[src/rtl/rd53_cmd_pkg.sv]
// Shared constants and types for the RD53 command-stream transmitter:
// fixed frame words, trigger/data symbol tables and the frame-select enum.
package rd53_cmd_pkg;

    localparam logic [15:0] SYNC = 16'h817E;
    localparam logic [15:0] NOOP = 16'h6969;

    // Trigger-pattern symbols, indexed by the 4-bit BX pattern (entry 0 is never sent).
    localparam logic [7:0] TRIG_SYM [16] = '{
        8'h00, 8'h2B, 8'h2D, 8'h2E, 8'h33, 8'h35, 8'h36, 8'h39,
        8'h3A, 8'h3C, 8'h4B, 8'h4D, 8'h4E, 8'h53, 8'h55, 8'h56
    };

    // DC-balanced 8-bit data symbols, used here to carry the 5-bit trigger tag.
    localparam logic [7:0] DATA_SYM [32] = '{
        8'h6A, 8'h6C, 8'h71, 8'h72, 8'h74, 8'h8B, 8'h8D, 8'h8E,
        8'h93, 8'h95, 8'h96, 8'h99, 8'h9A, 8'h9C, 8'hA3, 8'hA5,
        8'hA6, 8'hA9, 8'h59, 8'hAC, 8'hB1, 8'hB2, 8'hB4, 8'hC3,
        8'hC5, 8'hC6, 8'hC9, 8'hCA, 8'hCC, 8'hD1, 8'hD2, 8'hD4
    };

    typedef enum logic [1:0] {FS_TRIG, FS_SYNC, FS_CMD, FS_NOOP} frame_sel_t;

endpackage

[src/rtl/rd53_cmd_tx_if.sv]
// Command-frame handshake between the DAQ command source and the transmitter.
interface rd53_cmd_tx_if;
    logic [15:0] cmd_data;
    logic        cmd_valid;
    logic        cmd_ready;

    modport master (output cmd_data, output cmd_valid, input cmd_ready);
    modport slave  (input cmd_data, input cmd_valid, output cmd_ready);
endinterface

[src/rtl/rd53_frame_serializer.sv]
// 16-bit frame load/shift register with the free-running bit counter.
// Loads on bit_cnt==15 so the frame MSB appears on ser_out at bit_cnt==0.
module rd53_frame_serializer (
    input  logic        clk160,
    input  logic        rst_n,
    input  logic [15:0] frame_in,
    output logic        load,
    output logic [3:0]  bit_cnt,
    output logic        ser_out,
    output logic        frame_start,
    output logic        bx_strobe
);
    logic [3:0]  bit_cnt_reg;
    logic [15:0] shift_reg;

    // Bit counter starts at 15 so the first edge after reset loads a frame.
    always_ff @(posedge clk160 or negedge rst_n) begin
        if (!rst_n) begin
            bit_cnt_reg <= 4'd15;
        end else begin
            bit_cnt_reg <= bit_cnt_reg + 4'd1;
        end
    end

    // Parallel load at the frame boundary, otherwise shift MSB-first.
    always_ff @(posedge clk160 or negedge rst_n) begin
        if (!rst_n) begin
            shift_reg <= 16'h0000;
        end else if (load) begin
            shift_reg <= frame_in;
        end else begin
            shift_reg <= {shift_reg[14:0], 1'b0};
        end
    end

    assign load        = (bit_cnt_reg == 4'd15);
    assign bit_cnt     = bit_cnt_reg;
    assign ser_out     = shift_reg[15];
    assign frame_start = (bit_cnt_reg == 4'd0);
    assign bx_strobe   = (bit_cnt_reg[1:0] == 2'd0);

endmodule

[src/rtl/rd53_cmd_tx.sv]
// RD53 back-end command transmitter: captures per-BX triggers, holds one
// queued command frame and picks TRIG / SYNC / CMD / NOOP at every frame load.
// Optional periodic sync insertion is enabled by defining RD53_SYNC_INSERT_EN.
module rd53_cmd_tx
    import rd53_cmd_pkg::*;
#(
    parameter int SYNC_INTERVAL = 32
) (
    input  logic          clk160,
    input  logic          rst_n,
    input  logic          trig_in,
    output logic          bx_strobe,
    output logic          ser_out,
    output logic          frame_start,
    output logic [4:0]    trig_tag,
    rd53_cmd_tx_if.slave  cmd
);
    logic        load;
    logic [3:0]  bit_cnt;
    logic        trig_acc_reg [4];
    logic [3:0]  trig_pend;
    logic [4:0]  tag_reg;
    logic [4:0]  trig_tag_reg;
    logic        sync_due_reg;
    logic        hold_full_reg;
    logic [15:0] hold_reg;
    logic        alive_reg;
    logic        accept;
    frame_sel_t  sel_next;
    logic [15:0] frame_next;

    // Per-slot trigger capture; slot 0 (first BX of the frame) lands in bit 3.
    // The accumulator is consumed directly by the load so a trigger goes out in
    // the very next frame, and it clears at the load before slot 0 re-samples.
    for (genvar gi = 0; gi < 4; gi++) begin : g_trig_slot
        always_ff @(posedge clk160 or negedge rst_n) begin
            if (!rst_n) begin
                trig_acc_reg[gi] <= 1'b0;
            end else if (load) begin
                trig_acc_reg[gi] <= 1'b0;
            end else if (bit_cnt == 4'(4 * gi)) begin
                trig_acc_reg[gi] <= trig_in;
            end
        end
        assign trig_pend[3 - gi] = trig_acc_reg[gi];
    end

    // Strict priority frame selection.
    always_comb begin
        sel_next = FS_NOOP;
        if (trig_pend != 4'd0) begin
            sel_next = FS_TRIG;
        end else if (sync_due_reg) begin
            sel_next = FS_SYNC;
        end else if (hold_full_reg) begin
            sel_next = FS_CMD;
        end
    end

    // Frame word for the selected type.
    always_comb begin
        frame_next = NOOP;
        case (sel_next)
            FS_TRIG: frame_next = {TRIG_SYM[trig_pend], DATA_SYM[tag_reg]};
            FS_SYNC: frame_next = SYNC;
            FS_CMD:  frame_next = hold_reg;
            default: frame_next = NOOP;
        endcase
    end

    // Trigger tag advances only when a trigger frame is actually sent.
    always_ff @(posedge clk160 or negedge rst_n) begin
        if (!rst_n) begin
            tag_reg      <= 5'd0;
            trig_tag_reg <= 5'd0;
        end else if (load && sel_next == FS_TRIG) begin
            trig_tag_reg <= tag_reg;
            tag_reg      <= tag_reg + 5'd1;
        end
    end

    // One-entry holding register; an accept coinciding with a load waits for
    // the next load because selection only sees the registered full flag.
    always_ff @(posedge clk160 or negedge rst_n) begin
        if (!rst_n) begin
            hold_full_reg <= 1'b0;
            hold_reg      <= 16'h0000;
            alive_reg     <= 1'b0;
        end else begin
            alive_reg <= 1'b1;
            if (accept) begin
                hold_full_reg <= 1'b1;
                hold_reg      <= cmd.cmd_data;
            end else if (load && sel_next == FS_CMD) begin
                hold_full_reg <= 1'b0;
            end
        end
    end

`ifdef RD53_SYNC_INSERT_EN
    logic [7:0] frame_cnt_reg;

    // Sync becomes due after SYNC_INTERVAL-1 loads and stays due while preempted.
    always_ff @(posedge clk160 or negedge rst_n) begin
        if (!rst_n) begin
            frame_cnt_reg <= 8'd0;
            sync_due_reg  <= 1'b1;
        end else if (load) begin
            if (sel_next == FS_SYNC) begin
                frame_cnt_reg <= 8'd0;
                sync_due_reg  <= 1'b0;
            end else if (!sync_due_reg) begin
                frame_cnt_reg <= frame_cnt_reg + 8'd1;
                if ((frame_cnt_reg + 8'd1) == 8'(SYNC_INTERVAL - 1)) begin
                    sync_due_reg <= 1'b1;
                end
            end
        end
    end
`else
    // Only the first frame after reset is a sync.
    always_ff @(posedge clk160 or negedge rst_n) begin
        if (!rst_n) begin
            sync_due_reg <= 1'b1;
        end else if (load && sel_next == FS_SYNC) begin
            sync_due_reg <= 1'b0;
        end
    end
`endif

    assign cmd.cmd_ready = alive_reg & ~hold_full_reg;
    assign accept        = cmd.cmd_valid & cmd.cmd_ready;
    assign trig_tag      = trig_tag_reg;

    rd53_frame_serializer u_ser (
        .clk160      (clk160),
        .rst_n       (rst_n),
        .frame_in    (frame_next),
        .load        (load),
        .bit_cnt     (bit_cnt),
        .ser_out     (ser_out),
        .frame_start (frame_start),
        .bx_strobe   (bx_strobe)
    );

endmodule

[src/flat_wrapper.sv]
// flat-port wrapper written by rule: the top's interface ports become plain ports
module rd53_cmd_tx_flat import rd53_cmd_pkg::*;
#(
    parameter int SYNC_INTERVAL = 32
)
  (clk160, rst_n, trig_in, bx_strobe, ser_out, frame_start, trig_tag, cmd_cmd_data, cmd_cmd_valid, cmd_cmd_ready);
  rd53_cmd_tx_if cmd_i ();
  input  logic clk160;
  input  logic rst_n;
  input  logic trig_in;
  output logic bx_strobe;
  output logic ser_out;
  output logic frame_start;
  output logic [4:0] trig_tag;
  input wire logic [$bits(cmd_i.cmd_data)-1:0] cmd_cmd_data;
  input wire logic [$bits(cmd_i.cmd_valid)-1:0] cmd_cmd_valid;
  output wire logic [$bits(cmd_i.cmd_ready)-1:0] cmd_cmd_ready;
  assign cmd_i.cmd_data = cmd_cmd_data;
  assign cmd_i.cmd_valid = cmd_cmd_valid;
  assign cmd_cmd_ready = cmd_i.cmd_ready;
  rd53_cmd_tx #(.SYNC_INTERVAL(SYNC_INTERVAL)) u_core (.clk160(clk160), .rst_n(rst_n), .trig_in(trig_in), .bx_strobe(bx_strobe), .ser_out(ser_out), .frame_start(frame_start), .trig_tag(trig_tag), .cmd(cmd_i));
endmodule
[config.mk]
export PLATFORM = sky130hd
export DESIGN_NAME = rd53_cmd_tx_flat
export DESIGN_NICKNAME = d
export VERILOG_FILES = /design/src/rtl/rd53_cmd_pkg.sv /design/src/rtl/rd53_cmd_tx_if.sv /design/src/rtl/rd53_frame_serializer.sv /design/src/rtl/rd53_cmd_tx.sv /design/src/flat_wrapper.sv
export SDC_FILE = /design/constraint.sdc
export NUM_CORES = 1
export LEC_CHECK = 0
export BUFFER_PORTS_ARGS = -buffer_cell sky130_fd_sc_hd__buf_2
export CAP_MARGIN = 10
export CORE_ASPECT_RATIO = 0.75
export CORE_UTILIZATION = 55
export DETAILED_ROUTE_END_ITERATION = 12
export HOLD_SLACK_MARGIN = 0.08
export MAX_ROUTING_LAYER = met4
export PLACE_DENSITY = 0.75
export SYNTH_ARGS = -nofsm -noshare
export SYNTH_HDL_FRONTEND = slang
export SYNTH_HIERARCHICAL = 1
export SYNTH_SLANG_ARGS = --single-unit
[constraint.sdc]
create_clock -name clk160 -period 2.5 [get_ports clk160]
set_input_delay 0.125 -clock clk160 [delete_from_list [all_inputs] [get_ports clk160]]
set_output_delay 0.125 -clock clk160 [all_outputs]
set_load 0.01 [all_outputs]
==> flow_summary.ini <==
[power]
leakage_nw = 1.62
p_switching_mw = 0.439
clockPowerShare_pct = 26.8
p_seq_share_pct = 55.5
internal_power_mw = 1.33
max-vdd-ir-drop_v = 0.000410
switching_share_pct = 24.8
pwr-share-comb_pct = 17.7
p_per_area_nw_per_um2 = 509

[synthesis]
synth.ff_latch_count = 53
netlist_area_um2 = 3000
yosysTopAreaCell = dfrtp_1
ys_top_cells_by_area = dfrtp_1, mux2_2, ha_1
yosysUniqueCellTypes = 46
ys_warn_count = 6
ys_seq_area_share_pct = 44.5
yosys.area.top_type_share_pct = 40.1
synth_fp_nets = 308
async_flop_share_pct = 100
ys_top_cells_by_count = dfrtp_1, mux2_2, a21oi_1
synth_most_common_cell = dfrtp_1
synth.avg_cell_area_um2 = 11.0
ys.flop_type = dfrtp_1
synth_edf_count = 0
synthCells = 273

[placed_design]
place_congestion = 0.820
place_hpwl_um = 4280
dpl_cell_area_um2 = 3220
dp_cells = 370
port_buffers = 28

[clocking]
cts_buffers = 5
cts_root_buf = clkbuf_8
cts_tree = done
clk_pin_slew_ps = 80
postCtsSetupBuffers = 0
htreeDepth = 2
clk_latency_ps = 290
clk_path_buf_depth = 2
clock_sinks = 53
cts_resized = 0

[status]
outcome = complete, no violations

[layout]
layout.cells.non_filler = 395
n_fill_cell = 418
final_cell_area_um2 = 3480
drive_gt1_share_pct = 28.2
diodes = 0
layout.nets = 357
area_growth_pct = 16.3

[drt]
ant_nets = 0
firstDrtPassIters = 4
wl_per_cell_um = 14.8
avgViaCountPerCell = 5.42
drc = 0
drt_wl_total_um = 5850
detailroute.via_count = 2142
drt_iter0_drc = 158

[grt]
grt-ovfl-total = 0
grt_antenna_before_repair = 0
grt_usage_pct = 23.6
grt_pass1_vias = 2023
grt_pass1_wl_um = 9920
grt_start_max_net_pins = 38

[sta]
min_period_ps = 2190
worst_pin_slew_ps = 690
finalSetupViolations = 0
skew_ps = 6.40
maxSlewViolCount = 0
max-slew-margin-rel_pct = 54.0
rsz0062_at_grt = no
tns_ps = 0
finalCritPeriodShare_pct = 87.6
max_freq_ghz = 0.457
hold_violations = 0

[floorplanning]
core_um2 = 5060
start_util_pct = 59.1
die_y_um = 65.9
chipWidth_um = 87.2
core.rowCount = 22
die-area_um2 = 5750
ioPinCount = 29

[critical_path]
cpLargestDelayFamily = flip-flops
path_class = register to register
critPathBufInv = 2
cp_slowest_cell = dfrtp_1
crit_path_start_kind = register
critPathMaxFanout = 25
path_cells = inv_1 > ha_1 > or3b_1 > buf_12 > a211oi_1 > a21oi_1 > mux2_2
end_kind = register
required_ps = 2680
cpPeakStageDelay_ps = 450
arrival_ps = 2370

[worst_hold_path]
hp-class = input pin to register

[flow_run]
maxCapViolations = 0
==> power groups by stage <==
stage	logic [mW]	clock network, mW	registers, mW
floorplan	0.207	0	0.984
global placement	0.284	0	0.998
detailed placement	0.294	0	1.00
CTS	0.315	0.488	0.984
global route	0.351	0.533	0.994
finish	0.314	0.475	0.984
==> what timing repair did <==
item | CTS | global route
hold endpoints to repair | 32 | 0
hold buffers | 17 | 0
endpoints found under the setup margin | 0 | 0
==> cell type report <==
type | count | area, µm² | area share [%]
multi-input combinational | 190 | 1510 | 43.2
sequential | 53 | 1330 | 38.3
timing repair buffer | 56 | 405 | 11.6
clock buffer | 8 | 90.1 | 2.59
inverter | 16 | 60.1 | 1.72
tap | 72 | 90.1 | 2.59
==> layer usage <==
metal / global-route usage [%] / share of wire (%) / vias up
li1: - / - / 1050
met1: 35.1 / 52 / 1048
met2: 34.5 / 45 / 40
met3: 3.87 / 3.1 / 4
met4: 4.30 / 0.63 / 0
met5: - / 0 / -
==> worst paths after layout <==
| kind | start | end | slack, ps | cells past startpoint |
|---|---|---|---|---|
| worst max-delay path | u_core/trig_acc_reg[0] | u_core/u_ser/shift_reg[2] | 310 | 7 |
| worst min register to register | u_core/u_ser/shift_reg[3] | u_core/u_ser/shift_reg[4] | 480 | 1 |
| worst min-delay path | trig_in | u_core/trig_acc_reg[1] | 120 | 3 |
| min in group asynchronous | rst_n | u_core/hold_reg[5] | 270 | 2 |
| worst max register to register | u_core/trig_acc_reg[0] | u_core/u_ser/shift_reg[2] | 310 | 7 |
| max in group asynchronous | rst_n | u_core/sync_due_reg | 1430 | 3 |
==> tightest hold or removal path, delay by kind of cell <==
kind	cells	cell delay (ps)
AO/OA/AOI/OAI	1	60
buffers and inverters	1	120
AND/OR/NAND/NOR	1	70
==> cells by family (layout without fill, tap and decap cells) <==
family / count (synthesis) / after routing / synth area share [%]
other: 1 / 1 / 0.125
buffers and inverters: 30 / 80 / 5.26
xor gates and xnor gates: 7 / 7 / 2.05
DFF: 53 / 53 / 44.5
muxes: 45 / 45 / 19.5
AOI/OAI and AO/OA: 58 / 58 / 11.6
and+or+nand+nor: 64 / 64 / 10.7
adders and majority gates: 15 / 15 / 6.27
==> layout by cell type (no fill, tap or decap), types with 2 or more instances in the layout <==
| cell type | instances |
|---|---|
| mux2_2 | 24 |
| a21oi_1 | 21 |
| clkbuf_8 | 6 |
| xnor2_1 | 6 |
| mux2_4 | 8 |
| a21o_1 | 3 |
| dfstp_2 | 5 |
| a31oi_1 | 3 |
| dfrtp_1 | 48 |
| nand2_2 | 2 |
| o21ai_0 | 15 |
| o21a_1 | 3 |
| dlygate4sd3_1 | 17 |
| nor2_1 | 19 |
| ha_1 | 15 |
| nand3_1 | 3 |
| mux4_2 | 5 |
| nand2b_1 | 4 |
| nor3_1 | 7 |
| and2_1 | 2 |
| o31ai_1 | 3 |
| nand2_1 | 16 |
| mux2i_1 | 8 |
| a211oi_1 | 3 |
| buf_2 | 28 |
| o211ai_1 | 2 |
| clkbuf_1 | 2 |
| inv_1 | 16 |
| buf_4 | 10 |
==> per-stage QoR <==
step	power (mW)	hold WS, ps	setup WS [ps]	util (%)
after floorplan	1.19	-171	432	-
after global placement	1.28	54.4	478	63.6
after detailed placement	1.30	60.1	316	63.6
after CTS	1.79	118	315	68.8
after global routing	1.88	126	190	68.8
final	1.77	123	310	68.8
(Power assumes the default switching activity.)
